## config.mk

```make
export PLATFORM = sky130hd
export DESIGN_NAME = jtpopeye_prom_loader
export DESIGN_NICKNAME = d
export VERILOG_FILES = /design/src/rtl/jtpopeye_prom_loader.sv
export SDC_FILE = /design/constraint.sdc
export NUM_CORES = 1
export LEC_CHECK = 0
export CORE_UTILIZATION = 49
export DETAILED_ROUTE_END_ITERATION = 6
export PLACE_DENSITY = 0.78
export SYNTH_ARGS = -nofsm -noshare
export SYNTH_HDL_FRONTEND = slang
export SYNTH_SLANG_ARGS = --single-unit
```

## constraint.sdc

```tcl
create_clock -name clk -period 2.8 [get_ports clk]
set_input_delay 0.42 -clock clk [delete_from_list [all_inputs] [get_ports clk]]
set_output_delay 0.42 -clock clk [all_outputs]
set_load 0.1 [all_outputs]
```

## src/rtl/jtpopeye_prom_loader.sv

```systemverilog
// Palette PROM loader: steers the downloader byte stream into PROMs 4A, 5B, 5A, 3A
// in that order, one registered write strobe per accepted byte.
module jtpopeye_prom_loader #(
    parameter int LEN_4A = 32,
    parameter int LEN_5B = 32,
    parameter int LEN_5A = 256,
    parameter int LEN_3A = 256
) (
    input  logic       clk,
    input  logic       rst,
    input  logic       start,
    input  logic       dl_valid,
    input  logic [7:0] dl_data,
    output logic       dl_ready,
    output logic [7:0] prog_addr,
    output logic [7:0] prom_din,
    output logic       prom_4a_we,
    output logic       prom_5b_we,
    output logic       prom_5a_we,
    output logic       prom_3a_we,
    output logic       busy,
    output logic       done
);

    typedef enum logic [1:0] {
        IDLE   = 2'd0,
        LOAD   = 2'd1,
        STROBE = 2'd2,
        DONE   = 2'd3
    } state_t;

    localparam logic [7:0] LAST_4A = 8'(LEN_4A - 1);
    localparam logic [7:0] LAST_5B = 8'(LEN_5B - 1);
    localparam logic [7:0] LAST_5A = 8'(LEN_5A - 1);
    localparam logic [7:0] LAST_3A = 8'(LEN_3A - 1);

    state_t     state_r, state_s;
    logic [1:0] rgn_r, rgn_s;
    logic [7:0] cnt_r, cnt_s;
    logic       accept_s;
    logic       dl_ready_r;
    logic       busy_r;
    logic       done_r;
    logic [7:0] prog_addr_r;
    logic [7:0] prom_din_r;
    logic [3:0] we_r;

    function automatic logic [7:0] last_addr(input logic [1:0] rgn);
        case (rgn)
            2'd0:    return LAST_4A;
            2'd1:    return LAST_5B;
            2'd2:    return LAST_5A;
            2'd3:    return LAST_3A;
            default: return LAST_3A;
        endcase
    endfunction

    // A byte offered alongside start is left for the restarted sequence.
    assign accept_s = (state_r == LOAD) && dl_valid && dl_ready_r && !start;

    // Next-state, region and address sequencing.
    always_comb begin
        state_s = state_r;
        rgn_s   = rgn_r;
        cnt_s   = cnt_r;
        case (state_r)
            IDLE, DONE: begin
                if (start) begin
                    state_s = LOAD;
                    rgn_s   = 2'd0;
                    cnt_s   = 8'd0;
                end else begin
                    state_s = state_r;
                end
            end
            LOAD: begin
                if (start) begin
                    rgn_s = 2'd0;
                    cnt_s = 8'd0;
                end else if (accept_s) begin
                    state_s = STROBE;
                end else begin
                    state_s = LOAD;
                end
            end
            STROBE: begin
                if (start) begin
                    state_s = LOAD;
                    rgn_s   = 2'd0;
                    cnt_s   = 8'd0;
                end else if (cnt_r != last_addr(rgn_r)) begin
                    state_s = LOAD;
                    cnt_s   = cnt_r + 8'd1;
                end else if (rgn_r != 2'd3) begin
                    state_s = LOAD;
                    rgn_s   = rgn_r + 2'd1;
                    cnt_s   = 8'd0;
                end else begin
                    state_s = DONE;
                end
            end
            default: begin
                state_s = IDLE;
                rgn_s   = 2'd0;
                cnt_s   = 8'd0;
            end
        endcase
    end

    // State register and registered outputs, all derived from the next state.
    always_ff @(posedge clk) begin
        if (rst) begin
            state_r     <= IDLE;
            rgn_r       <= 2'd0;
            cnt_r       <= 8'd0;
            dl_ready_r  <= 1'b0;
            busy_r      <= 1'b0;
            done_r      <= 1'b0;
            prog_addr_r <= 8'd0;
            prom_din_r  <= 8'd0;
            we_r        <= 4'd0;
        end else begin
            state_r    <= state_s;
            rgn_r      <= rgn_s;
            cnt_r      <= cnt_s;
            dl_ready_r <= (state_s == LOAD);
            busy_r     <= (state_s == LOAD) || (state_s == STROBE);
            done_r     <= (state_s == DONE);
            if (accept_s) begin
                prog_addr_r <= cnt_r;
                prom_din_r  <= dl_data;
                we_r        <= 4'b0001 << rgn_r;
            end else begin
                we_r <= 4'd0;
            end
        end
    end

    assign dl_ready   = dl_ready_r;
    assign busy       = busy_r;
    assign done       = done_r;
    assign prog_addr  = prog_addr_r;
    assign prom_din   = prom_din_r;
    assign prom_4a_we = we_r[0];
    assign prom_5b_we = we_r[1];
    assign prom_5a_we = we_r[2];
    assign prom_3a_we = we_r[3];

endmodule
```

=== Word-level counts from Yosys, hierarchy flattened ===
Cells that the tools add are included.
W data, S select, Z words.

* Flip-flop bits (word level): 35
* Input bits: 12
* Word-level logic and storage cells: 62

* $add $sub $neg: 2
* Equality and inequality tests: 15
* Shifts and indexed selects: 1
* Mux-type cells: 20
* Bitwise gates (word level): 1
* Reductions and logical operators: 14

{| class="wikitable"
|+ Operators by type and width
! operator !! count
|-
| $mux W8 || 6
|-
| $pmux W8 S2 || 2
|-
| $mux W2 || 10
|-
| $eq A2 B2 Y1 const B || 6
|-
| $add A8 B1 Y8 const B || 1
|-
| $ne A8 B8 Y1 || 1
|-
| $reduce_or A2 Y1 || 4
|-
| $eq A2 B1 Y1 const B || 3
|-
| $ne A3 B3 Y1 const B || 2
|-
| $pmux W2 S3 || 1
|-
| $logic_not A2 Y1 || 2
|-
| $ne A4 B4 Y1 const B || 1
|-
| $pmux W2 S2 || 1
|-
| $shl A1 B2 Y4 const A || 1
|-
| $logic_and A1 B1 Y1 || 3
|-
| $reduce_and A3 Y1 || 1
|-
| $reduce_or A3 Y1 || 1
|-
| $add A2 B1 Y2 const B || 1
|-
| $ne A2 B1 Y1 const B || 1
|-
| $ne A2 B2 Y1 const B || 1
|-
| $reduce_and A2 Y1 || 1
|-
| $logic_not A1 Y1 || 1
|-
| $logic_or A1 B1 Y1 || 1
|-
| $not A1 Y1 || 1
|}

=== Longest topological paths before layout ===
* Depth in word-level cells: 11
* Depth in mapped cells: 8
* Gate-level depth less buffers: 8

=== Least setup slack after synthesis ===
OpenSTA, ideal clock, no wires.

* Kind: register to register
* Start point: register rgn_r[0]
* End point: register rgn_r[1]
* Arrival: 1.907 ns
* Setup slack: 0.789 ns
* Stages on the path, launching flop included: 7
* Clock period less this slack: 2.011 ns
* Cell sequence: dfxtp_1 -> inv_1 -> ha_1 -> or4_4 -> a2111oi_4 -> nor2_1 -> a2111oi_2

* Word-level cells in the longest chain between the ends: 8
* Elaborated cells between the ends (all ways): 19

{| class="wikitable"
|+ RTL lines
! element !! line !! RTL
|-
| start: declaration || 38 || <nowiki>logic [1:0] rgn_r, rgn_s;</nowiki>
|-
| start signal: assignment || 124 || <nowiki>rgn_r <= rgn_s;</nowiki>
|-
| $eq A2 B2 Y1, or another cell as far along || 49 || <nowiki>case (rgn)</nowiki>
|-
| $reduce_or A2 Y1 (no line) || -- ||
|-
| $pmux W8 S2 || 49 ||
|-
| $mux W8 || 87 || <nowiki>if (start) begin</nowiki>
|-
| $mux W8 || 66 || <nowiki>case (state_r)</nowiki>
|-
| $ne A8 B8 Y1 || 91 || <nowiki>end else if (cnt_r != last_addr(rgn_r)) begin</nowiki>
|-
| $ne A3 B3 Y1 (no line) || -- ||
|-
| $reduce_and A3 Y1 (no line) || -- ||
|}

Several ways; a longest one is shown, not always the timed one. The select of a mux whose other input is x is not followed.
A chain may end at the register's enable or synchronous reset.

=== Final worst setup path ===
* Start point: register rgn_r[0]
* End point: register cnt_r[0]

* Word-level cells in the longest chain between the ends: 9
* Elaborated cells between the ends (all ways): 16

{| class="wikitable"
|+ RTL lines
! element !! line !! RTL
|-
| $eq A2 B2 Y1, or another cell as far along || 49 ||
|-
| $reduce_or A2 Y1 (no line) || -- ||
|-
| $pmux W8 S2 || 49 ||
|-
| $mux W8 || 87 ||
|-
| $mux W8 || 66 ||
|-
| $ne A8 B8 Y1 || 91 ||
|-
| $mux W8 || 91 ||
|-
| $mux W8 || 87 ||
|-
| $pmux W8 S2 || 66 ||
|-
| end signal: assignment || 125 || <nowiki>cnt_r <= cnt_s;</nowiki>
|-
| end: declaration || 39 || <nowiki>logic [7:0] cnt_r, cnt_s;</nowiki>
|}

Several ways; a longest one is shown, not always the timed one. The select of a mux whose other input is x is not followed.

==> parameters.txt <==
Parameter                              Value

Worst setup path
  Category of the most critical setup path ... reg -> reg
  Highest net fanout along the worst path ... 6
  Critical register-to-register path startpoint ... rgn_r[0]$_SDFFE_PP0P_
  CP startpoint ... rgn_r[0]$_SDFFE_PP0P_
  Arrival @ worst endpoint ... 2390 ps
  Kind of end point of the critical path ... flop
  Register-to-register setup slack ... 630 ps
  CP Launch Type ... flop
  Critical path required time ... 3030 ps
  R2R depth ... 6
  RR Endpoint ... cnt_r[0]$_SDFFE_PP0P_

Floorplanning
  Number of cell rows ... 19
  Effective utilization at floorplan ... 53.11%
  I/O pin count ... 35
  Full die area ... 0.003319 mm²
  Die boundary height ... 57.61 µm
  Horizontal die dimension ... 57.61 µm
  Core footprint ... 0.002853 mm²

Yosys
  Combinational family with the most area after synthesis ... simple AND/OR/NAND/NOR gates
  Simple logic cell fraction of the synthesized area ... 25.19%
  Syn Std Cell Area ... 0.001515 mm²
  Multiplexer area fraction after synthesis ... 0.6606%
  Cell count after synthesis ... 175
  Sequential-to-total area share from yosys stat ... 46.24%
  Most common flop cell mapped by yosys ... dfxtp_1
  Post-synthesis adder-cell area fraction ... 5.780%
  FF+latch count, synth ... 35
  Async set-or-reset flop fraction in the synthesized netlist ... 0%
  Mean post-synth cell area ... 8.658 µm²
  Ys Warns ... 0
  Distinct cell type count after synthesis ... 37
  Complex-gate fraction of the synthesized area ... 14.45%
  Area share of xor/xnor cells in the synthesized design ... 2.312%
  Synthesized net count ... 194
  Count of flip-flops with a built-in enable after synthesis ... 0

Drt
  Number of optimization iterations in the first detailed-route pass ... 6
  Vias ... 1312
  Per-cell via count in the routed design ... 5.444
  Post-route antenna net violation count ... 0
  Total Routed Length ... 3.029 mm
  Drc violations ... 2
  WL per Instance ... 12.57 µm
  Initial detailed-routing violation count ... 39

GRT
  Maximum number of pins on one net before global-route repair ... 20
  Global-route wire length before repair ... 4.988 mm
  Remaining Overflow, GRT ... 0
  Via count of the first global-routing pass ... 1191
  Number of antenna violations at the first check in global routing ... 0
  All-layer global routing usage ... 20.31%

Hold path
  Number of stages on the worst hold path ... 2
  Worst hold start ... prog_addr[7]$_SDFFE_PP0P_
  Destination of the worst hold path ... prog_addr[7]$_SDFFE_PP0P_
  Path class of the lowest-slack min-delay path ... reg -> reg

Cells and area
  Layout area overhead ... 23.12%
  # fillers ... 255
  Multi-input combinational cell area ... 733.2 µm²
  Sequential standard cell area ... 700.7 µm²
  Fraction of layout instances using a drive strength above 1 ... 17.14%
  Antenna diode count ... 0
  Layout Nets ... 228
  Most frequent standard cell in the layout excluding fill and tap cells ... nand2_1
  Most frequent cells in the layout ... 37 x nand2_1, 35 x dfxtp_1, 25 x buf_4

Place
  IO Port Bufs ... 34
  Final RePlAce weighted congestion ... 0.8333
  Worst Setup Slack post-DPL ... 512.3 ps
  Half-perimeter wire length after placement ... 2.179 mm

Pwr
  Pleak ... 0.0006907 µW
  Internal power of the cells ... 692.2 µW
  Total power of the final layout ... 937.9 µW
  Total power per unit cell area ... 502.8 mW/mm²
  Net switching fraction of the power ... 26.20%
  Combinational share of power ... 12.7%
  Worst IR drop on VDD ... 281.2 µV
  Proportion of power drawn by the clock network ... 32.6%
  Net switching power ... 245.7 µW
  Sequential share of power ... 54.7%

CTS
  Total CTS buffers ... 5
  Cts-stage hold buffer count ... 0
  Number of clock sinks seen by CTS ... 35
  Cell at the root of the clock tree ... clkbuf_4
  Clock-pin slew of the registers on the worst-case setup and hold paths ... 100 ps
  # H-tree levels ... 2
  Post-cts sizing count ... 0
  Setup repair bufs after CTS ... 0
  CTS tree ... yes
  Maximum number of buffers from clock root to sink ... 2
  Clock insertion delay at the later pin of the skew report ... 340 ps

STA
  Slew of the pin with the lowest slew margin ... 582.1 ps
  Hold Violations, Final ... 0
  Post-route clock period utilization ... 77.32%
  Final-report setup violation count ... 0
  Final worst-path setup slack ... 635.0 ps
  Sum of negative setup slack ... 0 ps
  Minimum period implied by the final worst setup slack ... 2165 ps
  Top achievable clock speed ... 461.9 MHz
  Final Max Tran Viols ... 0
  Worst hold slack ... 459.1 ps
  Worst slew slack as a fraction of its limit ... 61.19%
  Setup Skew ... 6.508 ps
  Setup repair after global routing missed its margin ... no

Run status
  Status ... finished, violations left
  Violated checks ... design-rule violations

Flow run
  Number of max-capacitance violations reported ... 0
-- worst max path at each step --
stage,endpoint,cells after the start
floorplan,rgn_r[1]$_SDFFE_PP0P_,6
global placement,busy$_SDFF_PP0_,6
detailed placement,prom_din[4]$_SDFFE_PP0P_,5
CTS,rgn_r[1]$_SDFFE_PP0P_,6
global route,cnt_r[0]$_SDFFE_PP0P_,6
finish,cnt_r[0]$_SDFFE_PP0P_,6
-- stage by stage --
stage | cells | utilization (%) | cell area (µm²)
after CTS | 241 | 65.39 | 1866
final | 241 | 65.39 | 1866
after detailed placement | 233 | 62.98 | 1797
after floorplan | 175 | - | 1515
after global placement | 233 | 62.98 | 1797
after global routing | 241 | 65.39 | 1866
-- final cells by class --
class	count	area share, %
Clock buffer	8	3.689
Tap cell	31	2.079
Sequential cell	35	37.56
Inverter	7	1.408
Multi-Input combinational cell	124	39.30
Timing Repair Buffer	36	15.96
-- worst max-delay path, cell delays in order (launching register included) --
cell and delay, ps:
dfxtp_1 430, inv_1 110, ha_1 210, or4_4 430
a2111oi_4 470, nand2b_1 310, nor3_1 100
-- cells in the mapped netlist, types with 2 or more instances --
cell,number,share of area [%]
o211ai_1,2,0.99
xnor2_1,4,2.3
nor4_1,3,1.2
ha_1,7,5.8
nor2b_1,4,1.7
nor2_1,13,3.2
clkbuf_1,6,1.5
dfxtp_1,35,46
inv_1,7,1.7
a21oi_1,20,6.6
nand2_1,37,9.2
nor3_1,7,2.3
o21ai_0,3,0.99
nand4_1,3,1.2
nand4b_1,2,1.2
-- sequential cells by signal, indices dropped and copies added, names as in the netlist --
signal / count
busy: 1
cnt_r: 8
dl_ready: 1
done: 1
prog_addr: 8
prom_din: 8
rgn_r: 2
state_r: 2
we_r: 4
-- layer usage --
layer,wire length [µm],vias to the layer above,track usage [%]
met5,0,-,0
met4,61,0,10.45
met3,187,5,6.696
met2,1455,44,34.39
met1,1325,592,22.78
li1,-,671,-
-- cell families (layout without fill, tap and decap cells) --
kind of cell,count (synthesis),after routing
multiplexers,1,1
flip-flops,35,35
AND/OR/NAND/NOR,79,79
buffers and inverters,16,51
adder cells (fa/ha/maj),7,7
XOR/XNOR,4,4
AO/OA/AOI/OAI,33,33
-- power by group through the flow --
stage                     Sequential, µW  Combinational (µW)  Clock [µW]
final                                513                 119         306
after global routing                 515                 127         339
after CTS                            513                 119         318
after detailed placement             524                 119           0
after global placement               524                 115           0
after floorplan                      568                39.9           0
No activity file was read; power rests on OpenSTA's default activity.
